[config.mk]
export PLATFORM = sky130hd
export DESIGN_NAME = fifo_wr_arb
export DESIGN_NICKNAME = d
export VERILOG_FILES = /design/src/rtl/fifo_wr_arb.sv
export SDC_FILE = /design/constraint.sdc
export NUM_CORES = 1
export LEC_CHECK = 0
export BUFFER_PORTS_ARGS = -buffer_cell sky130_fd_sc_hd__buf_2
export CAP_MARGIN = 25
export CORE_MARGIN = 2
export CORE_UTILIZATION = 47
export CTS_BUF_LIST = sky130_fd_sc_hd__clkbuf_2
export CTS_CLUSTER_SIZE = 8
export DETAILED_ROUTE_END_ITERATION = 10
export PLACE_DENSITY = 0.93
export SETUP_SLACK_MARGIN = 0.5
export SLEW_MARGIN = 5
export SYNTH_ARGS = -nofsm -noshare
export SYNTH_HDL_FRONTEND = slang
export SYNTH_SLANG_ARGS = --single-unit
[constraint.sdc]
create_clock -name clk -period 4.1 [get_ports clk]
set_input_delay 0.41 -clock clk [delete_from_list [all_inputs] [get_ports clk]]
set_output_delay 0.41 -clock clk [all_outputs]
set_load 0.02 [all_outputs]
[src/rtl/fifo_wr_arb.sv]
// Round-robin write-port arbiter sharing one FIFO write port among N
// valid/ready requesters. A grant is held for a whole burst, ending on the
// owner's last beat or after MAX_BURST beats. Writes are gated by wr_full.
module fifo_wr_arb #(
  parameter int unsigned N         = 4,
  parameter int unsigned WIDTH     = 8,
  parameter int unsigned MAX_BURST = 4,
  localparam int unsigned IdW      = (N > 1) ? $clog2(N) : 1
) (
  input  logic               clk,
  input  logic               rstb,
  input  logic [N-1:0]       req_val,
  input  logic [N*WIDTH-1:0] req_data,
  input  logic [N-1:0]       req_last,
  output logic [N-1:0]       req_rdy,
  output logic               wr_en,
  output logic [WIDTH-1:0]   wr_data,
  input  logic               wr_full,
  output logic [IdW-1:0]     grant_id,
  output logic               busy
);

  localparam int unsigned CntW = $clog2(MAX_BURST + 1);

  typedef enum logic [0:0] {StArb, StLock} state_e;

  state_e          state_q;
  logic [IdW-1:0]  owner_q;
  logic [IdW-1:0]  rr_ptr_q;
  logic [CntW-1:0] beat_cnt_q;
  logic            busy_q;

  logic            any_val;
  logic [IdW-1:0]  winner;
  int unsigned     idx;
  logic [IdW-1:0]  idx_w;
  logic            accept;
  logic            end_beat;
  logic [IdW-1:0]  rr_next;

  // Pick the first valid requester at or above rr_ptr, wrapping modulo N.
  always_comb begin
    any_val = 1'b0;
    winner  = '0;
    idx     = 0;
    idx_w   = '0;
    for (int unsigned i = 0; i < N; i++) begin
      idx   = (32'(rr_ptr_q) + i) % N;
      idx_w = IdW'(idx);
      if (!any_val && req_val[idx_w]) begin
        any_val = 1'b1;
        winner  = idx_w;
      end
    end
  end

  // Ready, accept and write data: only the owner is ever ready, and full blocks it at once.
  always_comb begin
    req_rdy = '0;
    accept  = 1'b0;
    wr_data = '0;
    if (state_q == StLock) begin
      req_rdy[owner_q] = ~wr_full;
      accept           = req_val[owner_q] & ~wr_full;
      if (accept) begin
        wr_data = req_data[32'(owner_q) * WIDTH +: WIDTH];
      end
    end
  end

  // Burst termination and the pointer that follows the current owner.
  always_comb begin
    end_beat = accept & (req_last[owner_q] | (beat_cnt_q == CntW'(MAX_BURST - 1)));
    rr_next  = (owner_q == IdW'(N - 1)) ? '0 : owner_q + 1'b1;
  end

  assign wr_en    = accept;
  assign grant_id = owner_q;
  assign busy     = busy_q;

  // Arbitration FSM; a missing valid from the owner holds the lock indefinitely.
  always_ff @(posedge clk or negedge rstb) begin
    if (!rstb) begin
      state_q    <= StArb;
      owner_q    <= '0;
      rr_ptr_q   <= '0;
      beat_cnt_q <= '0;
      busy_q     <= 1'b0;
    end else begin
      unique case (state_q)
        StArb: begin
          if (any_val) begin
            owner_q    <= winner;
            beat_cnt_q <= '0;
            state_q    <= StLock;
            busy_q     <= 1'b1;
          end
        end
        StLock: begin
          if (accept) begin
            beat_cnt_q <= beat_cnt_q + 1'b1;
            if (end_beat) begin
              state_q  <= StArb;
              rr_ptr_q <= rr_next;
              busy_q   <= 1'b0;
            end
          end
        end
        default: begin
          state_q <= StArb;
          busy_q  <= 1'b0;
        end
      endcase
    end
  end

endmodule

==> metrics.md <==
| Metric | Value |
|---|---|
| Highest-delay cell along the critical path | `sky130_fd_sc_hd__dfrtp_1` |
| Count of warnings emitted by yosys | `0` |
| P&R area growth vs syn | `35.4%` |
| Dominant cell by count in the synthesized netlist | `sky130_fd_sc_hd__nor2b_1` |
| Storage cell area | `225 um2` |
| Worst-case vdd ir drop | `0.000446 V` |
| Total standard cell area after synthesis | `915 um2` |
| Area of combinational cells with multiple inputs | `approximately 630 um2` |
| Post-layout power | `roughly 730 uW` |
| Final ANT Viol Nets | `0` |
| Proportion of synthesized chip area in sequential cells | `24.6%` |
| Setup clock skew after layout | `between 0.002 and 0.0025 ns` |
| Worst slew margin relative to its limit | `about 44%` |
| Worst skew pair latency | `0.24 ns` |
| Clock tree buffer depth | `2` |
| Detailed-route vias per instance | `5.46` |
| Worst hold path type | `reg2reg` |
| Vertical die dimension | `48.1 um` |
| Vias in the first global route | `849` |
| PD cells | `587 nW/um2` |
| Max Slew Vio Count | `0` |
| Worst Tran Pin Value | `0.843 ns` |
| Count of nets after finishing | `197` |
| Critical path arrival | `2.23 ns` |
| Total number of placement rows | `15` |
| Final setup violating endpoints | `0` |
| Synth Instances | `90` |
| Reported leakage power | `0.643 nW` |
| Buffering stage count on the worst path with inverters included | `1` |
| Syn Nets | `139` |
| Largest incremental delay on the critical path | `0.73 ns` |
| Routed len/inst | `16.0 um` |
| Top cell type's share of synthesized area | `24.6%` |
| Number of filler instances in the final layout | `130` |
| Routed vias | `939` |
| Crit path capture type | `primary output` |
| Largest net degree at the start of global routing | `20` |
| Launching element type of the critical path | `flip-flop` |
| Final Hold Vio Count | `0` |
| Clock slew seen by the registers of the worst setup and hold paths | `roughly 0.090 ns` |
| Resized cells post-CTS | `0` |
| Largest area contributor in the synthesized netlist | `sky130_fd_sc_hd__dfrtp_1` |
| Run status | `finished, final reports clean` |
| DRC Markers | `0` |
| Boundary Pins | `59` |
| X dimension of the die | `48.1 um` |
| Area of the die | `approximately 2300 um2` |
| Gate family responsible for the most delay along the worst path | `flip-flops` |
| H-Tree Depth | `1` |
| Req. time, crit path | `about 3.7 ns` |
| Reg-to-reg critical path startpoint | `grant_id[1]$_DFFE_PN0P_` |
| Global route total overflow | `0` |
| Average size of a mapped cell | `10.2 um2` |
| Wire length of the first global-routing pass | `3840 um` |
| Initial antenna violation count | `0` |
| Layout cells sized above 1 | `51.0%` |
| Post-synthesis cell type count | `33` |
| Timing-limited maximum frequency | `379 MHz` |
| Clock sinks | `9` |
| Clock root buffer master | `sky130_fd_sc_hd__clkbuf_2` |
| Post-detail-place hpwl | `2180 um` |
| Share of the cycle needed by the critical path after routing | `between 60 and 70%` |
| Number of enable-type register cells in the synthesized netlist | `0` |
| Async SR Flop Fraction | `100%` |
| Global router's overall resource usage | `about a quarter` |
| Starting utilization of the core area | `51.3%` |
| Worst setup path startpoint | `grant_id[1]$_DFFE_PN0P_` |
| Critical path peak fanout | `17` |
| Top FF cell, synth | `sky130_fd_sc_hd__dfrtp_1` |
| Min Clock Period, post-route | `2.64 ns` |
| Synthesis-stage register bit count | `9` |
| Critical path class | `reg2out` |
| Startpoint of the lowest-slack hold path | `busy$_DFFE_PN0P_` |
| Count of input and output buffers | `58` |
| Drt initial violations | `12` |
| Sum of routed wire length over all layers | `2740 um` |
| Count of TritonRoute iterations in the first routing pass | `6` |
| Synth top cells by count | `sky130_fd_sc_hd__nor2b_1, sky130_fd_sc_hd__dfrtp_1, sky130_fd_sc_hd__inv_1, sky130_fd_sc_hd__mux4_2, sky130_fd_sc_hd__ha_1` |
| Number of maximum-capacitance constraint violations | `0` |
| Antenna Diode Count | `0` |
| Final RePlAce weighted congestion | `0.808` |
| Clock tree from TritonCTS | `built` |
| Num CTS Buffers | `3` |
| Cell types with the largest area share after synthesis | `sky130_fd_sc_hd__dfrtp_1, sky130_fd_sc_hd__mux4_2, sky130_fd_sc_hd__ha_1` |
| RSZ-0062 raised after global routing | `false` |
| Cell-by-cell listing of the critical path | `mux2_2 -> a2bb2oi_2 -> nor2b_1 -> buf_2` |
| Standard cell core area | `1780 um2` |
| Aggregate negative setup slack | `0 ns` |
cells in the final DEF (no fill, tap or decap), types with 2 or more instances in the layout:
master                     synthesis  routed
sky130_fd_sc_hd__buf_2             3      58
sky130_fd_sc_hd__nor2b_1          10      10
sky130_fd_sc_hd__dfrtp_1           9       9
sky130_fd_sc_hd__inv_1             8       8
sky130_fd_sc_hd__mux4_2            8       8
sky130_fd_sc_hd__ha_1              6       6
sky130_fd_sc_hd__o21ai_0           5       5
sky130_fd_sc_hd__mux2i_1           4       4
sky130_fd_sc_hd__and2_1            4       4
sky130_fd_sc_hd__clkbuf_2          1       4
sky130_fd_sc_hd__nor2_1            3       3
sky130_fd_sc_hd__nand3_1           3       3
sky130_fd_sc_hd__mux2_4            2       2
sky130_fd_sc_hd__nand2b_1          2       2
sky130_fd_sc_hd__a21oi_1           2       2
sky130_fd_sc_hd__nand2_1           2       2
kinds of logic (layout without fill, tap and decap cells):
family | count (synthesis) | count (layout) | synth area share (%)
DFF | 9 | 9 | 24.6
and+or+nand+nor | 30 | 30 | 19.3
AOI/OAI and AO/OA | 16 | 16 | 13.0
muxes | 15 | 15 | 28.6
buffers and inverters | 14 | 71 | 6.29
adders and majority gates | 6 | 6 | 8.21
where the power goes:
part	total (mW)	switching, mW	internal [mW]
logic	0.452	0.218	0.234
registers	0.219	0.0904	0.128
clock network	0.0568	0.0309	0.0259
total	0.727	0.339	0.388
cell type report:
class / count / share of cell area [%]
Clock buffer: 4 / 1.62
Inverter: 8 / 2.42
Sequential cell: 9 / 18.2
Multi-Input combinational cell: 67 / 51.0
Tap cell: 25 / 2.53
Timing Repair Buffer: 59 / 24.2
what timing repair did:
action / in CTS / in global routing
hold buffers: 1 / 0
endpoints found under the hold margin: 9 / 0
setup endpoints to repair: 0 / 0
buffers inserted: 0 / 0
final timing paths:
check	slack [ns]	cells after the start	endpoint
setup / recovery	1.46	4	wr_data[2]
hold / removal	0.52	1	busy$_DFFE_PN0P_
setup reg to reg	1.65	4	rr_ptr_q[1]$_DFFE_PN0P_
hold reg to reg	0.52	1	busy$_DFFE_PN0P_
max in group asynchronous	3.32	2	beat_cnt_q[1]$_DFFE_PN0P_
min in group asynchronous	0.60	2	grant_id[0]$_DFFE_PN0P_
flip-flops by register name, indices dropped and copies added (netlist names):
signal,flops
state_q,1
busy,1
grant_id,2
rr_ptr_q,2
beat_cnt_q,3
routing by layer:
layer  share of wire, %  vias to the layer above  track usage [%]
li1                   -                      445                -
met1                 40                      434             27.0
met2                 50                       50             44.5
met3                7.0                       10             5.93
met4                2.3                        0             13.0
met5                  0                        -                0
stage by stage:
stage	cell area (um2)	worst slack [ns]	hold WS (ns)	std cells	utilization, %
6_report	1240	1.46	0.518	172	69.5
5_1_grt	1240	1.26	0.560	172	69.5
4_1_cts	1240	1.46	0.527	172	69.5
3_5_place_dp	1210	1.69	0.270	167	67.8
3_3_place_gp	1210	1.82	0.271	167	67.8
2_1_floorplan	915	2.03	0.114	90	-
Note: power is estimated with default switching activity, not from simulation.
